==> config.mk <==
export PLATFORM = sky130hd
export DESIGN_NAME = fifo_wr_arbiter
export DESIGN_NICKNAME = d
export VERILOG_FILES = /design/src/rtl/fifo_arb_pkg.sv /design/src/rtl/rr_pick.sv /design/src/rtl/fifo_wr_arbiter.sv
export SDC_FILE = /design/constraint.sdc
export NUM_CORES = 1
export LEC_CHECK = 0
export CAP_MARGIN = 20
export CORE_MARGIN = 1.5
export CORE_UTILIZATION = 35
export DETAILED_ROUTE_END_ITERATION = 10
export PLACE_DENSITY = 0.76
export SKIP_LAST_GASP = 1
export SYNTH_ARGS = -nofsm -noshare
export SYNTH_HDL_FRONTEND = slang
export SYNTH_SLANG_ARGS = --single-unit
==> constraint.sdc <==
create_clock -name wclk -period 4.9 [get_ports wclk]
set_input_delay 0.735 -clock wclk [delete_from_list [all_inputs] [get_ports wclk]]
set_output_delay 0.735 -clock wclk [all_outputs]
set_load 0.01 [all_outputs]
==> src/rtl/fifo_arb_pkg.sv <==
// fifo_arb_pkg: shared state enum, default sizes and width helpers for the FIFO write arbiter
package fifo_arb_pkg;
  typedef enum logic {ARB_IDLE, ARB_BURST} arb_state_e;
  localparam int DEF_DSIZE     = 8;
  localparam int DEF_NREQ      = 4;
  localparam int DEF_MAX_BURST = 4;
  function automatic int arb_idw(input int n);
    return (n < 2) ? 1 : $clog2(n);
  endfunction
  function automatic int arb_bcw(input int m);
    return $clog2(m + 1);
  endfunction
endpackage

==> src/rtl/rr_pick.sv <==
// rr_pick: first set request at or after start, wrapping modulo N
module rr_pick #(
  parameter int N  = 4,
  parameter int IW = 2
) (
  input  logic [N-1:0]  req,
  input  logic [IW-1:0] start,
  output logic          found,
  output logic [IW-1:0] idx
);
  logic [N-1:0] rot;
  logic [IW:0]  off;
  logic [IW:0]  sum;
  // rotate so start sits at bit 0, take the lowest set bit, rotate the offset back
  always_comb begin
    rot = N'({req, req} >> start);
    off = '0;
    for (int i = N - 1; i >= 0; i--) if (rot[i]) off = (IW + 1)'(i);
    sum = {1'b0, start} + off;
    found = |req;
    idx = IW'((sum >= (IW + 1)'(N)) ? sum - (IW + 1)'(N) : sum);
  end
endmodule

==> src/rtl/fifo_wr_arbiter.sv <==
// fifo_wr_arbiter: round-robin burst arbiter sharing one FIFO write port among NREQ producers
module fifo_wr_arbiter
  import fifo_arb_pkg::*;
#(
  parameter int DSIZE     = DEF_DSIZE,
  parameter int NREQ      = DEF_NREQ,
  parameter int MAX_BURST = DEF_MAX_BURST,
  parameter int IDW       = arb_idw(NREQ),
  parameter int BCW       = 4
) (
  input  logic                  wclk,
  input  logic                  wrst_n,
  input  logic [NREQ-1:0]       req_valid,
  input  logic [NREQ*DSIZE-1:0] req_data,
  input  logic [NREQ-1:0]       req_last,
  output logic [NREQ-1:0]       req_ready,
  input  logic                  wfull,
  output logic                  winc,
  output logic [DSIZE-1:0]      wdata,
  output logic [IDW-1:0]        grant_id,
  output logic                  busy
);
  arb_state_e     state_q, state_d;
  logic [IDW-1:0] grant_id_q, grant_id_d;
  logic [IDW-1:0] rr_ptr_q, rr_ptr_d;
  logic [BCW-1:0] beat_cnt_q, beat_cnt_d;
  logic           found;
  logic [IDW-1:0] pick_idx;
  logic           in_burst, g_valid, xfer, done;

  rr_pick #(.N(NREQ), .IW(IDW)) u_pick (
    .req  (req_valid),
    .start(rr_ptr_q),
    .found(found),
    .idx  (pick_idx)
  );

  // next-state, burst counting and the owner-gated write-port mux
  always_comb begin
    state_d    = state_q;
    grant_id_d = grant_id_q;
    rr_ptr_d   = rr_ptr_q;
    beat_cnt_d = beat_cnt_q;
    req_ready  = '0;
    in_burst   = (state_q == ARB_BURST);
    g_valid    = req_valid[grant_id_q];
    xfer       = in_burst & g_valid & ~wfull;
    done       = ~g_valid | (xfer & (req_last[grant_id_q] | (beat_cnt_q + BCW'(1) == BCW'(MAX_BURST))));
    winc       = xfer;
    wdata      = req_data[grant_id_q*DSIZE +: DSIZE];
    if (!in_burst) begin
      if (found) begin
        grant_id_d = pick_idx;
        beat_cnt_d = '0;
        state_d    = ARB_BURST;
      end
    end else begin
      req_ready[grant_id_q] = ~wfull;
      beat_cnt_d = xfer ? beat_cnt_q + BCW'(1) : beat_cnt_q;
      if (done) begin
        state_d  = ARB_IDLE;
        rr_ptr_d = (grant_id_q == IDW'(NREQ - 1)) ? '0 : grant_id_q + IDW'(1);
      end
    end
  end

  // state registers with asynchronous active-low reset
  always_ff @(posedge wclk or negedge wrst_n) begin
    if (!wrst_n) begin
      state_q    <= ARB_IDLE;
      grant_id_q <= '0;
      rr_ptr_q   <= '0;
      beat_cnt_q <= '0;
    end else begin
      state_q    <= state_d;
      grant_id_q <= grant_id_d;
      rr_ptr_q   <= rr_ptr_d;
      beat_cnt_q <= beat_cnt_d;
    end
  end

  assign grant_id = grant_id_q;
  assign busy     = (state_q == ARB_BURST);
endmodule

==> flow_summary_export.csv <==
group,metric,value,unit
run_status,run_status,"finished clean",
pwr,peakVddDrop,0.361,mV
global_routing,grt_max_degree,16,
sta,relSlewSlack,0.521,
sta,holdWs,0.613,ns
worst_hold_path,hp-class,"reg2reg",
route,wirelength,2690,um
cts,cts_tree,"yes",
global_routing,grt_pass1_wl,4110,um
sta,period_needed,3.26,ns
cts,ctsRootBufferMaster,"clkbuf_4",
die,dieArea,3100,um2
place,hpwl,2240,um
route,vias_per_cell,5.42,
critical_path,required,4.16,ns
global_routing,track_usage,0.170,
die,die_w,55.7,um
place,dp.cells,177,
critical_path,path_cells,"clkdlybuf4s50_1 > mux4_2 > inv_1 > nor3_1 > clkdlybuf4s50_1",
worst_hold_path,whs_path_depth,1,
die,ios,59,
synth,ys_async_sr_fraction,1.00,
critical_path,worstPathArrival,2.53,ns
critical_path,cp-startpoint,"req_valid[3]",
critical_path,ff2ff_path_depth,5,
synth,yosys_warnings,0,
pwr,total_power,0.750,mW
sta,hold_viol,0,
global_routing,grt_pass1_vias,906,
critical_path,endpoint,"winc",
pwr,p_leak,0.636,nW
finish,areaGrowthSynthToFinish,64.0,%
route,ant_nets,0,
finish,final_net_count,202,
synth,netlist_area,972,um2
cts,post_cts_buffers,0,
finish,layout-drive-gt1-share,0.146,
route,route.detailed.drc,0,
synth,yosys_most_used_dff,"dfrtp_1",
cts,cts.sinks,9,
die,coreArea,2540,um2
pwr,p_per_area,471,nW/um2
cts,clk_latency,0.27,ns
route,drt_first_pass_iters,5,
sta,worst_pin_slew,0.718,ns
sta,rsz0062_at_grt,"no",
die,fp.dieH,55.7,um
route,vias,981,
critical_path,cp_max_fo,10,
sta,skew,0.00762,ns
cts,post_cts_resized,0,
synth,synth_top_cell_area_share,0.232,
place,post-place-ws,1.62,ns
die,rows,18,
cts,clockBufferDepth,2,
place,numPortBuffers,58,
critical_path,cp_common_cell,"clkdlybuf4s50_1",
finish,stdcell_count,181,
synth,syn_area_per_cell,10.5,um2
job,cap_violations,0,
critical_path,r2r-start,"grant_id[0]",
synth,yosysTopAreaCell,"dfrtp_1",
sta,fmax,0.306,GHz
die,initial_core_util,0.382,
finish,diodes,0,
synth,ys_seq_elements,9,
sta,slew_viol_final,0,
critical_path,critPathSlowestCell,"clkdlybuf4s50_1",
cts,holdBufCountCts,0,
route,drt_iter0_markers,28,
sta,setup_viol,0,
synth,syn-num-nets,143,
cts,cts_max_level,1,
synth,synth_area_leaders,"dfrtp_1 (23%), mux4_2 (23%), ha_1 (9.0%)",
synth,synth_edf_count,0,
global_routing,antenna_found_initial,0,
place,gp_congestion,0.767,
synth,synth_cells,93,
cts,cts.reportedPaths.clkPinSlew,0.07,ns
critical_path,path_class,"in2out",
sta,tns,0,ns
synth,ys_seq_area_frac,0.232,
critical_path,max_stage_delay,0.61,ns
cts,numCtsBuffers,3,
sta,timing.final.crit_share,0.666,
global_routing,grt_overflow,0,
critical_path,startpoint_type,"input pin",
synth,synth_cell_types,40,
critical_path,rrSetupSlack,2.56,ns
sta,finalWorstSetupSlack,1.64,ns
critical_path,crit_path_end_kind,"primary output",
critical_path,reg2reg_to,"rr_ptr_q[1]",
route,avgRoutedWirePerCell,14.9,um
-- how the worst min path moves through the flow --
stage	start	endpoint
final	beat_cnt_q[3]	beat_cnt_q[3]
after global routing	beat_cnt_q[2]	beat_cnt_q[2]
after CTS	beat_cnt_q[3]	beat_cnt_q[3]
after detailed placement	beat_cnt_q[3]	beat_cnt_q[3]
after global placement	beat_cnt_q[1]	beat_cnt_q[1]
after floorplan	wrst_n	beat_cnt_q[0]
-- metrics by stage --
| stage | area (um2) | utilization |
|---|---|---|
| finish | 1590 | 0.626 |
| global route | 1590 | 0.626 |
| CTS | 1590 | 0.626 |
| detailed placement | 1570 | 0.616 |
| global placement | 1570 | 0.616 |
| floorplan | 972 | - |
-- logic make-up after synthesis --
kind of cell | share of synthesized area
AO/OA/AOI/OAI | 0.180
XOR/XNOR | 0.0180
buffers and inverters | 0.0476
flip-flops | 0.232
AND/OR/NAND/NOR | 0.178
adder cells (fa/ha/maj) | 0.0901
multiplexers | 0.255
-- per-layer routing --
| metal | global-route usage | share of wire | vias to the layer above |
|---|---|---|---|
| met5 | 0 | 0 | - |
| met4 | 0.0523 | 0.0048 | 0 |
| met3 | 0.0512 | 0.10 | 2 |
| met2 | 0.289 | 0.49 | 51 |
| met1 | 0.206 | 0.40 | 455 |
| li1 | - | - | 473 |
-- critical path, delay by kind of cell --
family,cells,cell delay (ns)
buffers and inverters,3,1.26
multiplexers,1,0.34
AND/OR/NAND/NOR,1,0.20
-- synth_stat cells, types with 2 or more instances --
master and n:
a21oi_1 5, and2_1 5, dfrtp_1 9, ha_1 7, inv_1 6, mux2_2 2
mux4_2 10, nand2_1 6, nand2b_1 2, nand3b_1 2, nor2_1 6, nor3_1 2
o21ai_0 4
-- where the power goes --
group | total [mW] | internal, mW | switching, mW
Combinational | 0.482 | 0.306 | 0.176
Clock | 0.0604 | 0.0302 | 0.0302
Sequential | 0.208 | 0.111 | 0.0969
Total | 0.750 | 0.447 | 0.304
-- cells in the final DEF, fill, tap and decap left out, drive strengths merged, types with 3 or more instances in the layout --
| master | Yosys | layout |
|---|---|---|
| a21oi | 5 | 5 |
| and2 | 5 | 5 |
| clkbuf | 1 | 3 |
| clkdlybuf4s50 | 0 | 58 |
| dfrtp | 9 | 9 |
| ha | 7 | 7 |
| inv | 6 | 6 |
| mux4 | 10 | 10 |
| nand2 | 6 | 6 |
| nor2 | 6 | 6 |
| o21ai | 5 | 5 |
-- final cells by class --
cell class	instances	area [um2]
Fill cell	224	951
Multi-Input combinational cell	74	701
Timing Repair Buffer	58	581
Sequential cell	9	225
Tap cell	30	37.5
Clock buffer	3	22.5
Inverter	6	22.5
Clock inverter	1	5.00
-- state kept, by name, indices dropped and copies added (netlist names) --
| signal | count |
|---|---|
| beat_cnt_q | 4 |
| busy | 1 |
| grant_id | 2 |
| rr_ptr_q | 2 |
Power figures use the tool's default switching activity.
